[src/rtl/uart_tx_serializer_if.sv]
// Byte handshake between the TxCore front end and the UART framing stage.
interface uart_tx_serializer_if;
   logic [7:0] TxData_i;
   logic       TxValid_i;
   logic       TxReady_o;
   logic       ParityEnable_i;
   logic       TwoStop_i;

   modport master (
      output TxData_i, TxValid_i, ParityEnable_i, TwoStop_i,
      input  TxReady_o
   );

   modport slave (
      input  TxData_i, TxValid_i, ParityEnable_i, TwoStop_i,
      output TxReady_o
   );
endinterface

[src/rtl/uart_tx_serializer.sv]
// UART transmit framing: start bit, 8 data bits LSB first, optional parity,
// 1 or 2 stop bits, all paced by the baud-generator pulse.
module uart_tx_serializer #(
   parameter int MIN_IDLE_BAUDS = 1
) (
   input  logic                        clk,
   input  logic                        rst,
   input  logic                        p_BaudSig_i,
   uart_tx_serializer_if.slave         tx_if,
   input  logic                        ParityResult_i,
   output logic [4:0]                  State_o,
   output logic                        p_ParityCalTrigger_o,
   output logic [7:0]                  Data_o,
   output logic [3:0]                  BitCounter_o,
   output logic                        Tx_o,
   output logic                        p_TxDone_o
);

   typedef enum logic [4:0] {
      INTERVAL  = 5'b00001,
      STARTBIT  = 5'b00010,
      DATABITS  = 5'b00100,
      PARITYBIT = 5'b01000,
      STOPBIT   = 5'b10000
   } state_t;

   state_t     state;
   logic [7:0] shift_q;
   logic       par_en_q;
   logic       two_stop_q;
   logic       pending;
   logic       tx_ready;
   // Idle baud periods still owed before the next start bit; zero after reset
   // so the first frame is not held back.
   logic [3:0] idle_left;
   logic       accept;

   assign accept          = tx_if.TxValid_i & tx_ready;
   assign tx_if.TxReady_o = tx_ready;
   assign State_o         = state;

   always_ff @(posedge clk or posedge rst) begin
      if (rst) begin
         state                <= INTERVAL;
         shift_q              <= 8'd0;
         par_en_q             <= 1'b0;
         two_stop_q           <= 1'b0;
         pending              <= 1'b0;
         tx_ready             <= 1'b0;
         idle_left            <= 4'd0;
         p_ParityCalTrigger_o <= 1'b0;
         Data_o               <= 8'd0;
         BitCounter_o         <= 4'd0;
         Tx_o                 <= 1'b1;
         p_TxDone_o           <= 1'b0;
      end else begin
         p_ParityCalTrigger_o <= 1'b0;
         p_TxDone_o           <= 1'b0;
         case (state)
            INTERVAL: begin
               Tx_o <= 1'b1;
               if (accept) begin
                  Data_o     <= tx_if.TxData_i;
                  shift_q    <= tx_if.TxData_i;
                  par_en_q   <= tx_if.ParityEnable_i;
                  two_stop_q <= tx_if.TwoStop_i;
                  pending    <= 1'b1;
                  tx_ready   <= 1'b0;
               end else begin
                  tx_ready <= ~pending;
               end
               // accept implies pending was clear, so a same-cycle pulse cannot start the frame
               if (p_BaudSig_i) begin
                  if (pending && idle_left == 4'd0) begin
                     state        <= STARTBIT;
                     Tx_o         <= 1'b0;
                     BitCounter_o <= 4'd0;
                  end else if (idle_left != 4'd0) begin
                     idle_left <= idle_left - 4'd1;
                  end
               end
            end
            STARTBIT: begin
               if (p_BaudSig_i) begin
                  state        <= DATABITS;
                  Tx_o         <= shift_q[0];
                  shift_q      <= shift_q >> 1;
                  BitCounter_o <= 4'd0;
               end
            end
            DATABITS: begin
               if (p_BaudSig_i) begin
                  if (BitCounter_o == 4'd7) begin
                     BitCounter_o <= 4'd0;
                     if (par_en_q) begin
                        state <= PARITYBIT;
                        Tx_o  <= ParityResult_i;
                     end else begin
                        state <= STOPBIT;
                        Tx_o  <= 1'b1;
                     end
                  end else begin
                     Tx_o                 <= shift_q[0];
                     shift_q              <= shift_q >> 1;
                     BitCounter_o         <= BitCounter_o + 4'd1;
                     p_ParityCalTrigger_o <= par_en_q && (BitCounter_o == 4'd0);
                  end
               end
            end
            PARITYBIT: begin
               if (p_BaudSig_i) begin
                  state        <= STOPBIT;
                  Tx_o         <= 1'b1;
                  BitCounter_o <= 4'd0;
               end
            end
            STOPBIT: begin
               if (p_BaudSig_i) begin
                  if (two_stop_q && BitCounter_o == 4'd0) begin
                     BitCounter_o <= 4'd1;
                  end else begin
                     state        <= INTERVAL;
                     BitCounter_o <= 4'd0;
                     pending      <= 1'b0;
                     idle_left    <= 4'(MIN_IDLE_BAUDS);
                     p_TxDone_o   <= 1'b1;
                     tx_ready     <= 1'b1;
                  end
               end
            end
            default: begin
               state        <= INTERVAL;
               Tx_o         <= 1'b1;
               BitCounter_o <= 4'd0;
               pending      <= 1'b0;
               tx_ready     <= 1'b0;
            end
         endcase
      end
   end

endmodule

[src/flat_wrapper.sv]
// flat-port wrapper written by rule: the top's interface ports become plain ports
module uart_tx_serializer_flat 
#(
   parameter int MIN_IDLE_BAUDS = 1
)
  (clk, rst, p_BaudSig_i, ParityResult_i, State_o, p_ParityCalTrigger_o, Data_o, BitCounter_o, Tx_o, p_TxDone_o, tx_if_TxData_i, tx_if_TxValid_i, tx_if_ParityEnable_i, tx_if_TwoStop_i, tx_if_TxReady_o);
  uart_tx_serializer_if tx_if_i ();
  input  logic clk;
  input  logic rst;
  input  logic p_BaudSig_i;
  input  logic ParityResult_i;
  output logic [4:0] State_o;
  output logic p_ParityCalTrigger_o;
  output logic [7:0] Data_o;
  output logic [3:0] BitCounter_o;
  output logic Tx_o;
  output logic p_TxDone_o;
  input wire logic [$bits(tx_if_i.TxData_i)-1:0] tx_if_TxData_i;
  input wire logic [$bits(tx_if_i.TxValid_i)-1:0] tx_if_TxValid_i;
  input wire logic [$bits(tx_if_i.ParityEnable_i)-1:0] tx_if_ParityEnable_i;
  input wire logic [$bits(tx_if_i.TwoStop_i)-1:0] tx_if_TwoStop_i;
  output wire logic [$bits(tx_if_i.TxReady_o)-1:0] tx_if_TxReady_o;
  assign tx_if_i.TxData_i = tx_if_TxData_i;
  assign tx_if_i.TxValid_i = tx_if_TxValid_i;
  assign tx_if_i.ParityEnable_i = tx_if_ParityEnable_i;
  assign tx_if_i.TwoStop_i = tx_if_TwoStop_i;
  assign tx_if_TxReady_o = tx_if_i.TxReady_o;
  uart_tx_serializer #(.MIN_IDLE_BAUDS(MIN_IDLE_BAUDS)) u_core (.clk(clk), .rst(rst), .p_BaudSig_i(p_BaudSig_i), .tx_if(tx_if_i), .ParityResult_i(ParityResult_i), .State_o(State_o), .p_ParityCalTrigger_o(p_ParityCalTrigger_o), .Data_o(Data_o), .BitCounter_o(BitCounter_o), .Tx_o(Tx_o), .p_TxDone_o(p_TxDone_o));
endmodule
[config.mk]
export PLATFORM = sky130hd
export DESIGN_NAME = uart_tx_serializer_flat
export DESIGN_NICKNAME = d
export VERILOG_FILES = /design/src/rtl/uart_tx_serializer_if.sv /design/src/rtl/uart_tx_serializer.sv /design/src/flat_wrapper.sv
export SDC_FILE = /design/constraint.sdc
export NUM_CORES = 1
export LEC_CHECK = 0
export CELL_PAD_IN_SITES_DETAIL_PLACEMENT = 0
export CELL_PAD_IN_SITES_GLOBAL_PLACEMENT = 1
export CORE_MARGIN = 2
export CORE_UTILIZATION = 43
export CTS_BUF_LIST = sky130_fd_sc_hd__clkbuf_16
export DETAILED_ROUTE_END_ITERATION = 8
export MAX_ROUTING_LAYER = met4
export PLACE_DENSITY = 0.85
export SKIP_LAST_GASP = 1
export SYNTH_ARGS = -nofsm -noshare
export SYNTH_HDL_FRONTEND = slang
export SYNTH_SLANG_ARGS = --single-unit
[constraint.sdc]
create_clock -name clk -period 4.6 [get_ports clk]
set_input_delay 0.69 -clock clk [delete_from_list [all_inputs] [get_ports clk]]
set_output_delay 0.69 -clock clk [all_outputs]
set_load 0.02 [all_outputs]
==> results_tabular.tex, run 1 <==
\begin{tabular}{lr}
\hline
Metric & Value \\
\hline
\multicolumn{2}{l}{\textbf{Floorplanning}} \\
Area enclosed by the die boundary & 5211 sq um \\
Overall die width & between 70 and 80 microns \\
Height of the die & a little over 70 microns \\
\# IOs & 36 \\
Starting density of the core & a little under half \\
Core region area & $\sim$4400 sq um \\
FP Rows & 24 \\
\multicolumn{2}{l}{\textbf{Synth}} \\
Syn. warnings & 0 \\
Most frequently used flop master after synthesis & sky130\_fd\_sc\_hd\_\_dfrtp\_1 \\
Syn Nets & approximately 220 \\
Post-synth top area share & 42.55\% \\
Number of standard cells after synthesis & 200 \\
Post-synth cell types & between 50 and 60 \\
Register area share after synthesis & a little under half \\
Ranking of synthesized cells by area & sky130\_fd\_sc\_hd\_\_dfrtp\_1 (43\%), sky130\_fd\_sc\_hd\_\_mux2\_2 (6.2\%), sky130\_fd\_sc\_hd\_\_mux2i\_1 (4.0\%) \\
Cell type with the highest aggregate area in the netlist & sky130\_fd\_sc\_hd\_\_dfrtp\_1 \\
Proportion of synthesized flip-flops having asynchronous set or reset & 100.0\% \\
Avg Synthesized Cell Area & between 9 and 10 sq um \\
Post-synthesis cell area & $\sim$2000 sq um \\
Post-synthesis register bit count & 36 \\
Number of synthesized flops with an enable pin & 0 \\
\multicolumn{2}{l}{\textbf{Routing}} \\
Via total after detailed routing & 1612 \\
Number of design rule violations left after detail routing & 0 \\
Initial detailed-routing violation count & between 100 and 150 \\
Total wire length & $\sim$4.4 mm \\
Final routed wire length divided by cell count & roughly 15 microns \\
Antenna violation net count after detailed routing & 0 \\
1st-pass router iterations & 4 \\
DR vias/cell & $\sim$5.6 \\
\multicolumn{2}{l}{\textbf{Place}} \\
Gp weighted congestion & between 0.8 and 0.9 \\
DP Worst Slack & between 1000 and 1500 ps \\
IO Port Bufs & 35 \\
Post-DP HPWL & roughly 3 mm \\
\multicolumn{2}{l}{\textbf{Final layout}} \\
Fraction of layout instances using a drive strength above 1 & 13.68\% \\
Diode insertion count for antenna repair & 0 \\
Net count of the finished layout & 252 \\
Synth-to-Final Area Change & 24.78\% \\
FILL cells & between 400 and 500 \\
\multicolumn{2}{l}{\textbf{GRT}} \\
Sum of overflow across all layers after global routing & 0 \\
Total routing usage reported by global routing & between 10\% and 20\% \\
Largest net degree at the start of global routing & 37 \\
Initial antenna violation count & 0 \\
Wire length of the first global-routing pass & 7.486 mm \\
Vias in the first global route & around 1500 \\
\multicolumn{2}{l}{\textbf{Power}} \\
Maximum ir drop on the vdd rail & 0.0003982 V \\
Areal power density over the cells & 676.3 nW/um\^{}2 \\
Static leakage power & 1.079 nW \\
\multicolumn{2}{l}{\textbf{Setup path}} \\
Worst EP arrival & 3040 ps \\
Reg-to-reg critical path startpoint & u\_core.State\_o[0] \\
Worst endpoint required time & $\sim$4800 ps \\
Terminus of the critical flop-to-flop path & u\_core.BitCounter\_o[0] \\
Setup crit start & p\_BaudSig\_i \\
Depth of the most critical reg-to-reg path & 4 \\
Path type of the worst setup path & input pin to register \\
Crit. End Element & register \\
Sort of element at the start of the critical path & input pin \\
Setup crit end & u\_core.BitCounter\_o[0] \\
Worst-path maximum fanout & 14 \\
Reg2reg setup slack & between 2000 and 2500 ps \\
\multicolumn{2}{l}{\textbf{Timing}} \\
Total Negative Setup Slacks & 0 ps \\
Final critical path time including I/O delays and setup & around 2900 ps \\
Period Utilization, post-route & between 60\% and 70\% \\
Final worst-path setup slack & $\sim$1700 ps \\
Final number of setup-violating endpoints & 0 \\
Maximum clock frequency & roughly 350 MHz \\
Unrepaired setup endpoints after global routing & false \\
Final Slew Violations & 0 \\
Headroom to the max-slew limit & between 60\% and 70\% \\
Worst Skew & around 1.5 ps \\
Worst Tran Pin Value & 583.6 ps \\
Final hold vios & 0 \\
\multicolumn{2}{l}{\textbf{Run}} \\
Count of maximum capacitance violations & 0 \\
\multicolumn{2}{l}{\textbf{Run status}} \\
Result of the run & completed \\
\multicolumn{2}{l}{\textbf{Clock network}} \\
Post-CTS repair timing setup buffer count & 0 \\
CTS resizes & 0 \\
CTS H-Tree Depth & 2 \\
Clock root buffer & sky130\_fd\_sc\_hd\_\_clkbuf\_16 \\
Largest buffer count on any clock path & 2 \\
Hold bufs inserted after CTS & 0 \\
Total clock buffers created by CTS & 5 \\
Clk pin slew, worst setup/hold paths & about 50 ps \\
Sinks on the clock net & 36 \\
Worst-skew pair later-pin latency & between 200 and 300 ps \\
TritonCTS clock tree & done \\
\multicolumn{2}{l}{\textbf{Hold path}} \\
Min-delay worst type & register to register \\
\hline
\end{tabular}
==> layout make-up <==
type	instances	area (sq um)	share of cell area [%]
clock inverter	2	7.507	0.3009
multi-input combinational	143	987.2	39.57
timing repair buffer	37	365.4	14.64
clock buffer	5	125.1	5.015
sequential	36	903.4	36.21
tap	52	65.06	2.608
inverter	11	41.29	1.655
==> metal layers <==
metal	vias to the layer above	track usage, %	routed length, microns
met5	-	-	0
met4	0	6.709	41
met3	4	3.889	159
met2	29	26.81	1968
met1	789	26.96	2189
li1	790	-	-
==> state kept, by name, summed over array words and instances, names as in the netlist, 4 cells and up <==
signal and cells:
u_core.Data_o 8, u_core.shift_q 8, u_core.State_o 5, u_core.BitCounter_o 4, u_core.idle_left 4
==> stage by stage <==
step	std cells	hold WS [ps]	total power [mW]	area (sq um)	utilization (%)
2_1_floorplan	200	472.7	1.161	1999	-
3_3_place_gp	279	488.3	1.375	2362	53.51
3_5_place_dp	279	498.7	1.384	2362	53.51
4_1_cts	286	508.3	1.699	2495	56.52
5_1_grt	286	515.3	1.821	2495	56.52
6_report	286	505.0	1.687	2495	56.52
==> cells in the mapped netlist (2+ instances only) <==
cell,instances
sky130_fd_sc_hd__a31oi_1,2
sky130_fd_sc_hd__dfstp_2,2
sky130_fd_sc_hd__o21ai_0,14
sky130_fd_sc_hd__o31ai_1,2
sky130_fd_sc_hd__nor4bb_1,2
sky130_fd_sc_hd__buf_2,3
sky130_fd_sc_hd__ha_1,3
sky130_fd_sc_hd__a21oi_1,12
sky130_fd_sc_hd__nor2b_1,2
sky130_fd_sc_hd__nor3_1,4
sky130_fd_sc_hd__mux2i_1,8
sky130_fd_sc_hd__nor3_2,2
sky130_fd_sc_hd__o22ai_1,2
sky130_fd_sc_hd__inv_1,11
sky130_fd_sc_hd__clkbuf_1,3
sky130_fd_sc_hd__o41ai_1,2
sky130_fd_sc_hd__nor2_1,20
sky130_fd_sc_hd__dfrtp_1,34
sky130_fd_sc_hd__or3_1,2
sky130_fd_sc_hd__nand2_1,12
sky130_fd_sc_hd__or2_2,3
sky130_fd_sc_hd__mux2_2,11
sky130_fd_sc_hd__nor3b_1,3
sky130_fd_sc_hd__or3b_2,2
sky130_fd_sc_hd__buf_6,3
sky130_fd_sc_hd__nand4_1,2
sky130_fd_sc_hd__nand2b_1,5
sky130_fd_sc_hd__nand3_1,4
==> cells by family after synthesis <==
family,count (synthesis),share of synthesized area [%]
AO/OA/AOI/OAI,45,15.02
XOR/XNOR,1,0.4381
adder cells (fa/ha/maj),3,1.878
buffers and inverters,21,5.444
flip-flops,36,45.18
multiplexers,19,10.20
AND/OR/NAND/NOR,75,21.84
==> how the worst min path moves through the flow <==
stage / endpoint / slack (ps) / start / depth (start not counted)
after floorplan: u_core.pending / 470 / u_core.pending / 2
after global placement: u_core.Data_o[2] / 490 / u_core.Data_o[2] / 1
after detailed placement: u_core.Data_o[2] / 500 / u_core.Data_o[2] / 1
after CTS: u_core.Data_o[0] / 510 / u_core.Data_o[0] / 1
after global routing: u_core.Data_o[0] / 520 / u_core.Data_o[0] / 1
final: u_core.Data_o[0] / 500 / u_core.Data_o[0] / 1
==> critical path: stages <==
cell and delay (ps):
sky130_fd_sc_hd__clkdlybuf4s50_1 610, sky130_fd_sc_hd__or3b_2 540, sky130_fd_sc_hd__or3_1 380, sky130_fd_sc_hd__a41oi_4 420, sky130_fd_sc_hd__mux2_2 390
==> placed cells by master, fill, tap and decap left out, types with 2 or more instances in the layout <==
cell / instances
sky130_fd_sc_hd__mux2i_1: 8
sky130_fd_sc_hd__o21ai_0: 14
sky130_fd_sc_hd__mux2_2: 11
sky130_fd_sc_hd__a21oi_1: 12
sky130_fd_sc_hd__or3b_2: 2
sky130_fd_sc_hd__inv_1: 13
sky130_fd_sc_hd__clkdlybuf4s50_1: 35
sky130_fd_sc_hd__nand2b_1: 5
sky130_fd_sc_hd__nor3_2: 2
sky130_fd_sc_hd__o41ai_1: 2
sky130_fd_sc_hd__nand3_1: 4
sky130_fd_sc_hd__or3_1: 2
sky130_fd_sc_hd__nor3b_1: 3
sky130_fd_sc_hd__buf_4: 2
sky130_fd_sc_hd__ha_1: 3
sky130_fd_sc_hd__o31ai_1: 2
sky130_fd_sc_hd__nand2_1: 12
sky130_fd_sc_hd__nor4bb_1: 2
sky130_fd_sc_hd__nor3_1: 4
sky130_fd_sc_hd__o22ai_1: 2
sky130_fd_sc_hd__or2_2: 3
sky130_fd_sc_hd__clkbuf_16: 5
sky130_fd_sc_hd__a31oi_1: 2
sky130_fd_sc_hd__nor2b_1: 2
sky130_fd_sc_hd__dfstp_2: 2
sky130_fd_sc_hd__nand4_1: 2
sky130_fd_sc_hd__nor2_1: 20
sky130_fd_sc_hd__dfrtp_1: 34
==> where the power goes <==
part	total, mW	switching (mW)	internal, mW
Clock	0.307	0.114	0.193
Combinational	0.802	0.418	0.384
Sequential	0.578	0.127	0.451
Total	1.69	0.659	1.03
Note: power is estimated with default switching activity, not from simulation.
==> inputs of run 2 (changes only) <==
--- a/config.mk
+++ b/config.mk
@@ -8,11 +8,11 @@
 export CELL_PAD_IN_SITES_DETAIL_PLACEMENT = 0
 export CELL_PAD_IN_SITES_GLOBAL_PLACEMENT = 1
 export CORE_MARGIN = 2
-export CORE_UTILIZATION = 43
+export CORE_UTILIZATION = 40
 export CTS_BUF_LIST = sky130_fd_sc_hd__clkbuf_16
 export DETAILED_ROUTE_END_ITERATION = 8
 export MAX_ROUTING_LAYER = met4
-export PLACE_DENSITY = 0.85
+export PLACE_DENSITY = 0.8
 export SKIP_LAST_GASP = 1
 export SYNTH_ARGS = -nofsm -noshare
 export SYNTH_HDL_FRONTEND = slang
==> constraint.sdc (replaced) <==
create_clock -name clk -period 2.8 [get_ports clk]
set_input_delay 0.42 -clock clk [delete_from_list [all_inputs] [get_ports clk]]
set_output_delay 0.42 -clock clk [all_outputs]
set_load 0.02 [all_outputs]
==> run 2 against run 1 <==
Utilization down 2.3 points. Non-clock buffer count up 7. Worst hold slack worse by 3.9 ps. Final cell count up 8.0%. Power up 74%. Cell area up 4.1%. Global-route usage down 1.2 points. First-iteration DRC count down 0.79%. Count of clock-buffer cells in the layout unchanged. Critical path depth up 1. Die area up 7.1%. Clock skew up 3.4 ps. Critical endpoint is now u_core.State_o[2].
==> results_tabular.tex, run 2 (synthesis gave the netlist of run 1 again) <==
\begin{tabular}{lr}
\hline
Metric & Value \\
\hline
\multicolumn{2}{l}{\textbf{Clock network}} \\
CTS resizes & 0 (unchanged) \\
TritonCTS clock tree & done \\
Post-CTS repair timing setup buffer count & 0 (unchanged) \\
Worst-skew pair later-pin latency & 280 ps (about the same) \\
Clk pin slew, worst setup/hold paths & 50 ps (about the same) \\
Sinks on the clock net & 36 (unchanged) \\
Clock root buffer & sky130\_fd\_sc\_hd\_\_clkbuf\_16 \\
Hold bufs inserted after CTS & 0 (unchanged) \\
Largest buffer count on any clock path & 2 (unchanged) \\
CTS H-Tree Depth & 2 (unchanged) \\
Total clock buffers created by CTS & 5 (unchanged) \\
\multicolumn{2}{l}{\textbf{Routing}} \\
Initial detailed-routing violation count & 125 (-0.79\%) \\
1st-pass router iterations & 4 (unchanged) \\
Number of design rule violations left after detail routing & 0 (unchanged) \\
Antenna violation net count after detailed routing & 0 (unchanged) \\
Final routed wire length divided by cell count & 14.60 microns (-4.2\%) \\
DR vias/cell & 5.246 (-6.9\%) \\
Via total after detailed routing & 1621 (+0.56\%) \\
Total wire length & 4.510 mm (+3.5\%) \\
\multicolumn{2}{l}{\textbf{Floorplanning}} \\
Height of the die & 74.70 microns (+3.5\%) \\
Area enclosed by the die boundary & 5580 sq um (+7.1\%) \\
Core region area & 4786 sq um (+8.4\%) \\
Overall die width & 74.70 microns (+3.5\%) \\
FP Rows & 25 (+4.2\%) \\
Starting density of the core & 41.78\% (-3.5 points) \\
\# IOs & 36 (unchanged) \\
\multicolumn{2}{l}{\textbf{Setup path}} \\
Reg2reg setup slack & 470 ps (-1680 ps) \\
Worst-path maximum fanout & 12 (-2) \\
Reg-to-reg critical path startpoint & u\_core.State\_o[0] \\
Worst EP arrival & 2500 ps (-540 ps) \\
Sort of element at the start of the critical path & register \\
Setup crit start & u\_core.State\_o[0] \\
Path type of the worst setup path & register to register \\
Setup crit end & u\_core.State\_o[2] \\
Terminus of the critical flop-to-flop path & u\_core.State\_o[2] \\
Depth of the most critical reg-to-reg path & 6 (+2) \\
Crit. End Element & register \\
Worst endpoint required time & 2970 ps (-1790 ps) \\
\multicolumn{2}{l}{\textbf{Final layout}} \\
Diode insertion count for antenna repair & 0 (unchanged) \\
Fraction of layout instances using a drive strength above 1 & 16.53\% (+2.9 points) \\
FILL cells & 443 (+8.3\%) \\
Most common library cell in the layout ignoring fill and taps & sky130\_fd\_sc\_hd\_\_clkdlybuf4s50\_1 \\
Net count of the finished layout & 259 (+2.8\%) \\
Synth-to-Final Area Change & 29.85\% \\
Highest-count cells in the layout ignoring fill and taps & sky130\_fd\_sc\_hd\_\_clkdlybuf4s50\_1 (35), sky130\_fd\_sc\_hd\_\_dfrtp\_1 (34), sky130\_fd\_sc\_hd\_\_nor2\_1 (20) \\
Final std cell area, no fill & 2596 sq um (+4.1\%) \\
\multicolumn{2}{l}{\textbf{Hold path}} \\
Min-delay worst type & register to register \\
\multicolumn{2}{l}{\textbf{Power}} \\
Static leakage power & 1.122 nW (+4.0\%) \\
Areal power density over the cells & 1129 nW/um\^{}2 (+67\%) \\
Maximum ir drop on the vdd rail & 0.0004850 V (+22\%) \\
\multicolumn{2}{l}{\textbf{Run}} \\
Count of maximum capacitance violations & 0 (unchanged) \\
\multicolumn{2}{l}{\textbf{Timing}} \\
Final hold vios & 0 (unchanged) \\
Worst Tran Pin Value & 547.5 ps (-36.14 ps) \\
Final critical path time including I/O delays and setup & around 2300 ps \\
Period Utilization, post-route & a little over four fifths \\
Worst Skew & 4.949 ps (+3.405 ps) \\
Unrepaired setup endpoints after global routing & false \\
Headroom to the max-slew limit & 63.22\% (+2.4 points) \\
Final number of setup-violating endpoints & 0 (unchanged) \\
Final worst-path setup slack & 467.5 ps (-1245 ps) \\
Total Negative Setup Slacks & 0 ps (unchanged) \\
Final Slew Violations & 0 (unchanged) \\
Maximum clock frequency & 428.7 MHz \\
\multicolumn{2}{l}{\textbf{GRT}} \\
Sum of overflow across all layers after global routing & 0 (unchanged) \\
Wire length of the first global-routing pass & 7.196 mm (-3.9\%) \\
Initial antenna violation count & 0 (unchanged) \\
Largest net degree at the start of global routing & 37 (unchanged) \\
Total routing usage reported by global routing & 17.71\% (-1.2 points) \\
Vias in the first global route & 1457 (-2.5\%) \\
\multicolumn{2}{l}{\textbf{Place}} \\
Gp weighted congestion & 0.8516 (+3.7\%) \\
Post-DP HPWL & 3.206 mm (+5.1\%) \\
Post-DP Area & 2434 sq um (+3.0\%) \\
DP Worst Slack & 294.1 ps (-1175 ps) \\
IO Port Bufs & 35 (unchanged) \\
\multicolumn{2}{l}{\textbf{Run status}} \\
Result of the run & completed \\
\hline
\end{tabular}
-- run 2: through the flow --
| stage | cells | hold slack [ps] | util [%] | total power, mW |
|---|---|---|---|---|
| after global placement | 301 | 488.7 | 50.85 | 2.300 |
| final | 309 | 501.1 | 54.25 | 2.930 |
| after detailed placement | 301 | 495.4 | 50.85 | 2.322 |
| after global routing | 309 | 523.1 | 54.25 | 3.125 |
| after floorplan | 200 | 472.7 | - | 1.908 |
| after CTS | 309 | 508.2 | 54.25 | 2.960 |
-- run 2: worst min-delay path by stage --
stage | startpoint | endpoint | slack [ps] | cells after the start
final | u_core.Data_o[3] | u_core.Data_o[3] | 500 | 1
after CTS | u_core.Data_o[3] | u_core.Data_o[3] | 510 | 1
after detailed placement | u_core.Data_o[1] | u_core.Data_o[1] | 500 | 1
after floorplan | u_core.pending | u_core.pending | 470 | 2
after global routing | u_core.Data_o[4] | u_core.Data_o[4] | 520 | 1
after global placement | u_core.Data_o[0] | u_core.Data_o[0] | 490 | 1
-- run 2: cell type report --
| cell class | count | area [sq um] | share of cell area (%) |
|---|---|---|---|
| multi-input cells | 143 | 987.2 | 38.02 |
| flip-flops and latches | 36 | 903.4 | 34.80 |
| repair buffers | 44 | 417.9 | 16.10 |
| clock buffers | 5 | 125.1 | 4.819 |
| well taps | 67 | 83.83 | 3.229 |
| inverters | 11 | 41.29 | 1.590 |
| clock inverters | 3 | 37.54 | 1.446 |
-- run 2: critical path, cell delays in order, from the launching register on --
cell and delay (ps):
sky130_fd_sc_hd__dfstp_2 640, sky130_fd_sc_hd__or4b_4 530, sky130_fd_sc_hd__o31a_1 330, sky130_fd_sc_hd__a41oi_4 320, sky130_fd_sc_hd__buf_4 210, sky130_fd_sc_hd__nor3_2 50
sky130_fd_sc_hd__a21o_1 150
-- run 2: metal layers --
metal | share of wire, % | wire (microns) | vias up | track usage (%)
met2 | 47 | 2115 | 36 | 26.55
met5 | 0 | 0 | - | -
met3 | 3.7 | 167 | 5 | 3.748
li1 | - | - | 805 | -
met1 | 48 | 2175 | 775 | 24.53
met4 | 1.2 | 52 | 0 | 4.762
-- run 2: report_power, final --
part           internal, mW  switching [mW]  total, mW
registers             0.741           0.166      0.907
clock network         0.413           0.202      0.615
logic                 0.669           0.738       1.41
==> inputs of run 3 (changes only) <==
==> constraint.sdc (replaced) <==
create_clock -name clk -period 2.25 [get_ports clk]
set_input_delay 0.3375 -clock clk [delete_from_list [all_inputs] [get_ports clk]]
set_output_delay 0.3375 -clock clk [all_outputs]
set_load 0.02 [all_outputs]
==> run 3 against run 2 <==
Sequential share of layout area down 0.66 points. Worst setup slack got worse by 320 ps. Clock skew down 2.2 ps. Critical endpoint unchanged. Highest routed layer unchanged. Register-to-register slack worse by 320 ps. Fmax is 11% higher. Non-clock buffer count increased by 6. Cell area increased by 1.9%. Utilization up 1.0 points. Die area stayed put.
==> results_tabular.tex, run 3 (synthesis gave the netlist of run 1 again) <==
\begin{tabular}{lr}
\hline
Metric & Value \\
\hline
\multicolumn{2}{l}{\textbf{Floorplanning}} \\
Area enclosed by the die boundary & 5580 sq um (unchanged) \\
\# IOs & 36 (unchanged) \\
Height of the die & 74.70 microns (unchanged) \\
Overall die width & 74.70 microns (unchanged) \\
Starting density of the core & 41.78\% (unchanged) \\
FP Rows & 25 (unchanged) \\
Core region area & 4786 sq um (unchanged) \\
\multicolumn{2}{l}{\textbf{Routing}} \\
Via total after detailed routing & 1686 (+4.0\%) \\
DR vias/cell & 5.352 (+2.0\%) \\
Antenna violation net count after detailed routing & 0 (unchanged) \\
1st-pass router iterations & 4 (unchanged) \\
Initial detailed-routing violation count & 141 (+13\%) \\
Number of design rule violations left after detail routing & 0 (unchanged) \\
Total wire length & 4.618 mm (+2.4\%) \\
Final routed wire length divided by cell count & 14.66 microns (+0.44\%) \\
\multicolumn{2}{l}{\textbf{Final layout}} \\
Fraction of layout instances using a drive strength above 1 & 19.35\% (+2.8 points) \\
Highest-count cells in the layout ignoring fill and taps & sky130\_fd\_sc\_hd\_\_clkdlybuf4s50\_1 (35), sky130\_fd\_sc\_hd\_\_dfrtp\_1 (34), sky130\_fd\_sc\_hd\_\_nor2\_1 (20) \\
Final std cell area, no fill & 2646 sq um (+1.9\%) \\
Synth-to-Final Area Change & 32.35\% \\
Diode insertion count for antenna repair & 0 (unchanged) \\
Net count of the finished layout & 265 (+2.3\%) \\
Most common library cell in the layout ignoring fill and taps & sky130\_fd\_sc\_hd\_\_clkdlybuf4s50\_1 \\
Layout Utilization & 55.29\% (+1.0 points) \\
FILL cells & 450 (+1.6\%) \\
Storage cell area & 903.4 sq um (unchanged) \\
Footprint of the multi-input gates & 987.2 sq um (unchanged) \\
\multicolumn{2}{l}{\textbf{Run status}} \\
Result of the run & completed \\
\multicolumn{2}{l}{\textbf{Place}} \\
IO Port Bufs & 35 (unchanged) \\
Gp weighted congestion & 0.8292 (-2.6\%) \\
Post-DP Area & 2479 sq um (+1.9\%) \\
Post-DP HPWL & 3.298 mm (+2.9\%) \\
\multicolumn{2}{l}{\textbf{Run}} \\
Count of maximum capacitance violations & 0 (unchanged) \\
\multicolumn{2}{l}{\textbf{Timing}} \\
Maximum clock frequency & 476.5 MHz (+11\%) \\
Unrepaired setup endpoints after global routing & false \\
Hold Worst Slack & 470.3 ps (-30.79 ps) \\
Final Slew Violations & 0 (unchanged) \\
Final hold vios & 0 (unchanged) \\
Worst Tran Pin Value & 469.4 ps (-78.11 ps) \\
Final critical path time including I/O delays and setup & 2099 ps (-233.9 ps) \\
Period Utilization, post-route & 93.27\% (+10 points) \\
Final number of setup-violating endpoints & 0 (unchanged) \\
Headroom to the max-slew limit & 68.71\% (+5.5 points) \\
Worst Skew & 2.755 ps (-2.194 ps) \\
\multicolumn{2}{l}{\textbf{GRT}} \\
Sum of overflow across all layers after global routing & 0 (unchanged) \\
Total routing usage reported by global routing & 19.72\% (+2.0 points) \\
Initial antenna violation count & 0 (unchanged) \\
Vias in the first global route & 1648 (+13\%) \\
Wire length of the first global-routing pass & 8.079 mm (+12\%) \\
Largest net degree at the start of global routing & 37 (unchanged) \\
\multicolumn{2}{l}{\textbf{Clock network}} \\
CTS H-Tree Depth & 2 (unchanged) \\
Hold bufs inserted after CTS & 0 (unchanged) \\
Total clock buffers created by CTS & 5 (unchanged) \\
Worst-skew pair later-pin latency & 280 ps (about the same) \\
Largest buffer count on any clock path & 2 (unchanged) \\
Clk pin slew, worst setup/hold paths & 60 ps (about the same) \\
TritonCTS clock tree & done \\
Clock root buffer & sky130\_fd\_sc\_hd\_\_clkbuf\_16 \\
Sinks on the clock net & 36 (unchanged) \\
Post-CTS repair timing setup buffer count & 0 (unchanged) \\
CTS resizes & 0 (unchanged) \\
\multicolumn{2}{l}{\textbf{Setup path}} \\
Reg2reg setup slack & 150 ps (-320 ps) \\
Crit. End Element & register \\
Reg-to-reg critical path startpoint & u\_core.State\_o[3] \\
Worst EP arrival & 2270 ps (-230 ps) \\
Library cell contributing the largest single delay on the critical path & sky130\_fd\_sc\_hd\_\_or4b\_4 \\
Worst-path maximum fanout & 6 (-6) \\
Worst path cell trace & or4b\_4 -> o31a\_1 -> a41oi\_4 -> buf\_4 -> nor3\_2 -> a21o\_1 \\
Worst endpoint required time & 2420 ps (-550 ps) \\
Stage delay of the slowest cell on the critical path & 600 ps (-40 ps) \\
Path type of the worst setup path & register to register \\
Terminus of the critical flop-to-flop path & u\_core.State\_o[2] \\
Depth of the most critical reg-to-reg path & 6 (unchanged) \\
Sort of element at the start of the critical path & register \\
\multicolumn{2}{l}{\textbf{Power}} \\
Static leakage power & 1.154 nW (+2.8\%) \\
Maximum ir drop on the vdd rail & 0.0006008 V (+24\%) \\
Areal power density over the cells & 1417 nW/um\^{}2 (+26\%) \\
\multicolumn{2}{l}{\textbf{Hold path}} \\
Min-delay worst type & input pin to asynchronous set/reset pin \\
\hline
\end{tabular}
-- run 3: cell count changes in the layout (fill, tap and decap cells not counted) --
cell | before | now
sky130_fd_sc_hd__buf_4 | 9 | 15
sky130_fd_sc_hd__clkinvlp_4 | 0 | 1
sky130_fd_sc_hd__clkinv_2 | 0 | 1
sky130_fd_sc_hd__clkinv_1 | 2 | 0
-- run 3: per-layer routing --
layer	vias to the layer above	part of all wire [%]	track usage, %
li1	817	-	-
met1	834	49	25.96
met2	30	47	30.19
met3	5	3.9	4.552
met4	0	0.91	6.548
met5	-	0	-
-- run 3: cell type report --
| class | instances | area share (%) |
|---|---|---|
| clock buffers | 5 | 4.728 |
| clock inverters | 3 | 1.608 |
| inverters | 11 | 1.560 |
| multi-input cells | 143 | 37.30 |
| flip-flops and latches | 36 | 34.14 |
| well taps | 67 | 3.168 |
| repair buffers | 50 | 17.49 |
-- run 3: stage by stage --
| step | worst slack (ps) | instances | total power, mW | setup TNS (ps) |
|---|---|---|---|---|
| after floorplan | 88.74 | 200 | 2.374 | 0 |
| after global placement | -49.76 | 307 | 2.927 | -120.0 |
| after detailed placement | -65.78 | 307 | 2.962 | -201.0 |
| after CTS | 153.7 | 315 | 3.771 | 0 |
| after global routing | 43.78 | 315 | 4.021 | 0 |
| final | 151.4 | 315 | 3.751 | 0 |
-- run 3: critical path: cells and delay by family (launching register included) --
kind / cells / cell delay (ps)
compound gates: 3 / 730
simple gates: 2 / 650
flops: 1 / 430
buf+inv: 1 / 190
-- run 3: power breakdown --
part           internal (mW)  total, mW  switching, mW  leakage [nW]
logic                  0.887       1.87          0.980         0.633
registers              0.921       1.09          0.173         0.441
clock network          0.520      0.790          0.270        0.0798
-- run 3: how the worst max path moves through the flow --
| stage | start | to | slack, ps | cells past startpoint |
|---|---|---|---|---|
| global placement | p_BaudSig_i | u_core.State_o[2] | -50 | 7 |
| finish | u_core.State_o[3] | u_core.State_o[2] | 150 | 6 |
| global route | u_core.BitCounter_o[1] | u_core.idle_left[3] | 40 | 7 |
| detailed placement | p_BaudSig_i | u_core.State_o[2] | -70 | 7 |
| floorplan | u_core.State_o[1] | u_core.BitCounter_o[0] | 90 | 5 |
| CTS | u_core.State_o[3] | u_core.State_o[2] | 150 | 6 |
